### config.mk
export PLATFORM = sky130hd
export DESIGN_NAME = reset_sequencer_flat
export DESIGN_NICKNAME = d
export VERILOG_FILES = /design/src/rtl/reset_sequencer_if.sv /design/src/rtl/reset_sequencer.sv /design/src/flat_wrapper.sv
export SDC_FILE = /design/constraint.sdc
export NUM_CORES = 1
export LEC_CHECK = 0
export ABC_CLOCK_PERIOD_IN_PS = 4800
export CAP_MARGIN = 15
export CORE_UTILIZATION = 30
export DETAILED_ROUTE_END_ITERATION = 8
export GPL_ROUTABILITY_DRIVEN = 0
export SYNTH_ARGS = -nofsm -noshare
export SYNTH_HDL_FRONTEND = slang
export SYNTH_SLANG_ARGS = --single-unit
export TNS_END_PERCENT = 30
### constraint.sdc
create_clock -name clk_i -period 4.8 [get_ports clk_i]
set_input_delay 0.96 -clock clk_i [delete_from_list [all_inputs] [get_ports clk_i]]
set_output_delay 0.96 -clock clk_i [all_outputs]
set_load 0.02 [all_outputs]
### src/rtl/reset_sequencer_if.sv
// Channel-reset bundle of one clock domain: software request in, synchronized and sequenced resets out.
interface reset_sequencer_if #(
  parameter int NUM_CH = 4
);
  logic              swrst_req_i;
  logic              rstn_sync_o;
  logic [NUM_CH-1:0] rstn_o;
  logic              seq_done_o;

  modport master (
    input  swrst_req_i,
    output rstn_sync_o,
    output rstn_o,
    output seq_done_o
  );

  modport slave (
    output swrst_req_i,
    input  rstn_sync_o,
    input  rstn_o,
    input  seq_done_o
  );
endinterface

### src/rtl/reset_sequencer.sv
// Reset synchronizer plus in-order channel release sequencer for one clock domain.
// Software reset is built only when RSTSEQ_SWRST_EN is defined; otherwise swrst_req_i is ignored.
module reset_sequencer #(
  parameter int SYNC_STAGES = 2,
  parameter int NUM_CH      = 4,
  parameter int HOLD_CYCLES = 16,
  parameter int GAP_CYCLES  = 8
) (
  input  logic                clk_i,
  input  logic                rstn_unsync_i,
  reset_sequencer_if.master   bus
);

  localparam int MAX_CYC = (HOLD_CYCLES > GAP_CYCLES) ? HOLD_CYCLES : GAP_CYCLES;
  localparam int CW      = $clog2(MAX_CYC + 1);
  localparam int CHW     = (NUM_CH > 1) ? $clog2(NUM_CH) : 1;

  typedef enum logic [1:0] {
    S_RESET,
    S_HOLD,
    S_GAP,
    S_DONE
  } state_t;

  logic [SYNC_STAGES-1:0] sync_reg;
  state_t                 state_reg, state_next;
  logic [CW-1:0]          cnt_reg, cnt_next;
  logic [CHW-1:0]         ch_reg, ch_next;
  logic [NUM_CH-1:0]      rstn_reg, rstn_next;
  logic                   done_reg, done_next;

  always_ff @(posedge clk_i or negedge rstn_unsync_i) begin
    if (!rstn_unsync_i) begin
      sync_reg <= '0;
    end else begin
      sync_reg <= {sync_reg[SYNC_STAGES-2:0], 1'b1};
    end
  end

  always_ff @(posedge clk_i or negedge rstn_unsync_i) begin
    if (!rstn_unsync_i) begin
      state_reg <= S_RESET;
      cnt_reg   <= '0;
      ch_reg    <= '0;
      rstn_reg  <= '0;
      done_reg  <= 1'b0;
    end else begin
      state_reg <= state_next;
      cnt_reg   <= cnt_next;
      ch_reg    <= ch_next;
      rstn_reg  <= rstn_next;
      done_reg  <= done_next;
    end
  end

  always_comb begin
    state_next = state_reg;
    cnt_next   = cnt_reg;
    ch_next    = ch_reg;
    rstn_next  = rstn_reg;
    done_next  = done_reg;

    case (state_reg)
      S_RESET: begin
        if (sync_reg[SYNC_STAGES-1]) begin
          state_next = S_HOLD;
          cnt_next   = '0;
        end
      end
      S_HOLD: begin
        if (cnt_reg == CW'(HOLD_CYCLES - 1)) begin
          rstn_next[0] = 1'b1;
          cnt_next     = '0;
          ch_next      = CHW'(1);
          if (NUM_CH == 1) begin
            state_next = S_DONE;
            done_next  = 1'b1;
          end else begin
            state_next = S_GAP;
          end
        end else begin
          cnt_next = cnt_reg + CW'(1);
        end
      end
      S_GAP: begin
        if (cnt_reg == CW'(GAP_CYCLES - 1)) begin
          rstn_next[ch_reg] = 1'b1;
          cnt_next          = '0;
          // The last channel's release and the done flag share one edge.
          if (ch_reg == CHW'(NUM_CH - 1)) begin
            state_next = S_DONE;
            done_next  = 1'b1;
          end else begin
            ch_next = ch_reg + CHW'(1);
          end
        end else begin
          cnt_next = cnt_reg + CW'(1);
        end
      end
      S_DONE: begin
      end
      default: begin
        state_next = S_RESET;
      end
    endcase

`ifdef RSTSEQ_SWRST_EN
    // Software reset overrides any release scheduled on the same edge.
    if (bus.swrst_req_i && (state_reg != S_RESET)) begin
      rstn_next  = '0;
      done_next  = 1'b0;
      state_next = S_HOLD;
      cnt_next   = '0;
    end
`endif
  end

`ifndef RSTSEQ_SWRST_EN
  logic unused_swrst;
  assign unused_swrst = bus.swrst_req_i;
`endif

  assign bus.rstn_sync_o = sync_reg[SYNC_STAGES-1];
  assign bus.rstn_o      = rstn_reg;
  assign bus.seq_done_o  = done_reg;

endmodule

### src/flat_wrapper.sv
// flat-port wrapper written by rule: the top's interface ports become plain ports
module reset_sequencer_flat 
#(
  parameter int SYNC_STAGES = 2,
  parameter int NUM_CH      = 4,
  parameter int HOLD_CYCLES = 16,
  parameter int GAP_CYCLES  = 8
)
  (clk_i, rstn_unsync_i, bus_swrst_req_i, bus_rstn_sync_o, bus_rstn_o, bus_seq_done_o);
  reset_sequencer_if #(.NUM_CH(NUM_CH)) bus_i ();
  input  logic clk_i;
  input  logic rstn_unsync_i;
  input wire logic [$bits(bus_i.swrst_req_i)-1:0] bus_swrst_req_i;
  output wire logic [$bits(bus_i.rstn_sync_o)-1:0] bus_rstn_sync_o;
  output wire logic [$bits(bus_i.rstn_o)-1:0] bus_rstn_o;
  output wire logic [$bits(bus_i.seq_done_o)-1:0] bus_seq_done_o;
  assign bus_i.swrst_req_i = bus_swrst_req_i;
  assign bus_rstn_sync_o = bus_i.rstn_sync_o;
  assign bus_rstn_o = bus_i.rstn_o;
  assign bus_seq_done_o = bus_i.seq_done_o;
  reset_sequencer #(.SYNC_STAGES(SYNC_STAGES), .NUM_CH(NUM_CH), .HOLD_CYCLES(HOLD_CYCLES), .GAP_CYCLES(GAP_CYCLES)) u_core (.clk_i(clk_i), .rstn_unsync_i(rstn_unsync_i), .bus(bus_i));
endmodule
==> results by stage <==
Route:
- For this block, the initial DRC count from the detailed router was 14.
- In this run the remaining antenna-violating nets after routing total 0.
- The final routed wire length divided by cell count is 12.7 µm.
- Summing over every cut layer, the via total after detailed routing is 582.
- The number of detailed-routing iterations run before antenna repair is 4.
- The post-detailed-route via-to-cell ratio is 4.85.
- The final routed wirelength across all metal layers is 1.53 mm.
- The count of unresolved DRC violations after routing is 0.

Global routing:
- The first global-routing pass estimated 2.88 mm of wire.
- The via count of the first global-routing pass is 641.
- Across every metal layer, demand over resource in global routing totals 11.5%.
- For this run the aggregate overflow at the end of global routing stands at 0.
- The initial antenna violation count is 0.
- The maximum number of pins on one net before global-route repair is 17.

Timing:
- The final worst-path cycle share is 46.3%.
- The final total negative setup slack is 0 ps.
- The final setup violation count is 0.
- The transition time of the tightest slew-check pin is 708 ps.
- The final clock skew is 2.70 ps.
- Setup repair after global routing left no endpoint under its margin.
- The post-layout minimum cycle time is 2220 ps.
- In this run the tightest slew margin relative to its limit is 52.6%.
- The number of hold violations in the final report is 0.
- The final-report max-slew violation count came to 0.
- Based on the critical path, the design can be clocked at up to 0.450 GHz.

Setup path:
- The critical path goes through clkdlybuf4s50_1.
- The maximum single-stage delay on the critical path is 610 ps.
- The reg-to-reg startpoint is u_core.cnt_reg[0].
- The startpoint class of the critical path is a register.
- For the worst setup path, the data arrival time is 1260 ps.
- The maximum fanout along the worst path is 2.
- The start-to-end type of the worst setup path is register to primary output.
- The internal reg-to-reg setup slack is 3070 ps.
- The slowest stage of the critical path is the sky130_fd_sc_hd__clkdlybuf4s50_1 cell.
- The sum of buffers and inverters on the critical path is 1.
- The number of cells on the worst reg-to-reg path is 8.
- In this design, the largest share of critical-path delay is due to buffers and inverters.
- For the worst setup path, the data required time is 3840 ps.
- The worst setup path is captured at a primary output.
- The worst flop-to-flop path endpoint is u_core.ch_reg[1].

Synthesis:
- After synthesis the cells add up to 936 µm².
- The share of the Yosys chip area taken by registers is 42.8%.
- Synthesis inferred 16 register bits.
- The number of standard cells after synthesis is 80.
- The average instance in the mapped netlist occupies 11.7 µm².
- The post-synthesis cell type count is 30.
- Yosys printed 0 warnings.
- When the netlist entered floorplanning its net count stood at 96.

Clock tree:
- In this run the number of H-tree levels came out at 1.
- Clock-pin slew was measured on the worst setup and hold paths at 90 ps.
- The cts-stage hold buffer count is 0.
- The cell at the root of the clock tree is sky130_fd_sc_hd__clkbuf_4.
- The maximum root-to-sink buffer count is 2.
- For the worst-skew pair, the clock arrives at the later sink with an insertion delay of 280 ps.
- The number of sinks handled by clock tree synthesis is 16.
- Once the clock tree was built, the resizer swapped 0 gates to a different size.
- TritonCTS built the clock tree.
- The total CTS buffers is 3.
- The total setup buffers inserted after CTS is 0.

Power and ir drop:
- The leakage power is 0.534 nW.
- The part of the total power dissipated in the clock network is 13.6%.
- The internal power of the cells totals 291 µW.
- The power per unit of standard cell area is 475 nW/µm².
- Net switching is 42.3% of the power.
- Combinational logic burns 50.3% of the power.
- In this run the power spent charging and discharging nets is 214 µW.
- Registers are responsible for 36.1% of the overall power.
- The worst voltage drop across the vdd grid is 301 µV.

Finish:
- The number of nets in the layout is 107.
- The register with the most flip-flops in the layout has 5 of them.
- After filler insertion, the fill cell instance count of the layout stands at 282.
- The area overhead of the layout relative to synthesis is 13.5%.
- In the final layout, flip-flops and latches occupy 400 µm².
- Excluding fillers, the count of instances in the completed layout stands at 120.
- Cells with a size suffix above 1 make up 10.1% of the layout.
- The number of diodes added for antenna fixing is 0.
- In the final layout, the multi-input gates occupy 489 µm².

Placement:
- Buffers placed on the I/O ports in this run total 7.
- Counting tap cells, the placed design contains a total of 117 instances.
- The sum of net half-perimeters after detailed placement is 1.18 mm.

Min path:
- Counting instances, the worst hold path has a depth of 0.
- The worst hold path belongs to the class register to register.
- The start point of the worst hold path is u_core.sync_reg[0].
- The worst hold path terminates at u_core.sync_reg[1].

Floorplan:
- Measured along the y axis, the die boundary spans 57.9 µm.
- The core box area is 2850 µm².
- The die is 57.9 µm wide.
- The number of cell rows is 19.
- The die covers 3350 µm².
- The effective utilization at floorplan is 32.8%.
- The number of primary I/O pins is 9.

Run:
- Max-cap violations in this run came to 0.

Outcome:
- The flow ran to the end, and the final reports show no timing, DRC or antenna violations.
==> power by group through the flow <==
stage	sequential [mW]	clock, mW	combinational (mW)
global route	0.187	0.0794	0.288
detailed placement	0.185	0	0.256
global placement	0.182	0	0.253
finish	0.182	0.0686	0.254
CTS	0.182	0.0737	0.257
floorplan	0.180	0	0.205
==> cell families (layout without fill, tap and decap cells) <==
logic type	Yosys count	in the layout	share of synthesized area, %
AOI/OAI and AO/OA	14	14	15.1
buffers and inverters	12	21	4.95
DFF	16	16	42.8
muxes	4	4	4.28
and+or+nand+nor	20	20	15.1
other	1	1	0.401
adders and majority gates	13	13	17.4
==> worst max path at each step <==
stage / start / endpoint / slack (ps) / depth (start not counted)
final: u_core.bus.rstn_o[2] / bus_rstn_o[2] / 2580 / 1
after global routing: u_core.bus.rstn_o[2] / bus_rstn_o[2] / 2530 / 1
after CTS: u_core.bus.rstn_o[2] / bus_rstn_o[2] / 2560 / 1
after detailed placement: rstn_unsync_i / u_core.cnt_reg[2] / 2840 / 1
after global placement: rstn_unsync_i / u_core.cnt_reg[2] / 2890 / 1
after floorplan: u_core.cnt_reg[0] / u_core.cnt_reg[3] / 3210 / 8
==> stage by stage <==
step | power [mW] | instance area (µm²) | hold WS, ps | util [%] | worst slack (ps)
2_1_floorplan | 0.385 | 936 | 331 | - | 3210
3_3_place_gp | 0.435 | 1040 | 338 | 36.4 | 2890
3_5_place_dp | 0.441 | 1040 | 345 | 36.4 | 2840
4_1_cts | 0.512 | 1060 | 367 | 37.2 | 2560
5_1_grt | 0.554 | 1060 | 370 | 37.2 | 2530
6_report | 0.505 | 1060 | 359 | 37.2 | 2580
==> layout by cell type (no fill, tap or decap), types with 2 or more instances in the layout <==
cell type | synthesis | routed
sky130_fd_sc_hd__a21o_1 | 2 | 2
sky130_fd_sc_hd__clkbuf_4 | 0 | 3
sky130_fd_sc_hd__clkdlybuf4s50_1 | 0 | 7
sky130_fd_sc_hd__dfrtp_1 | 16 | 16
sky130_fd_sc_hd__ha_1 | 13 | 13
sky130_fd_sc_hd__inv_1 | 11 | 11
sky130_fd_sc_hd__mux2i_1 | 4 | 4
sky130_fd_sc_hd__nand2_1 | 4 | 4
sky130_fd_sc_hd__nand2b_1 | 4 | 4
sky130_fd_sc_hd__nand3_1 | 2 | 2
sky130_fd_sc_hd__nor2_1 | 2 | 2
sky130_fd_sc_hd__o31ai_1 | 2 | 2
==> layout make-up <==
cell class / count / share of cell area (%)
inverter: 11 / 3.89
sequential: 16 / 37.7
tap: 31 / 3.65
clock buffer: 3 / 2.12
timing repair buffer: 7 / 6.60
multi-input combinational: 52 / 46.1
==> cells in the mapped netlist (all sizes together) <==
library cell	instances	area, µm²
conb	1	3.75
nand3b	2	31.3
or2b	1	7.51
inv	11	41.3
buf	1	5.00
nor3	1	5.00
and4	1	8.76
nand2b	4	25.0
and2	1	6.26
nand2	4	15.0
ha	13	163
o31ai	2	15.0
a21oi	2	21.3
a41o	1	10.0
o21ai	1	5.00
o2bb2ai	1	8.76
a31o	1	8.76
a2bb2oi	1	26.3
nand3	2	10.0
and4bb	1	16.3
dfrtp	16	400
o2111ai	1	8.76
a31oi	1	6.26
mux2i	4	40.0
nor2	2	7.51
o311ai	1	16.3
a21o	2	15.0
nand4b	1	8.76
==> layer usage <==
layer  up-vias  routed length [µm]  GRT usage (%)
li1        293                   -              -
met1       279                 768           14.0
met5         -                   0              0
met4         0                  24           5.10
met2         6                 696           19.0
met3         4                  39           3.35
No activity file was read; power rests on OpenSTA's default activity.
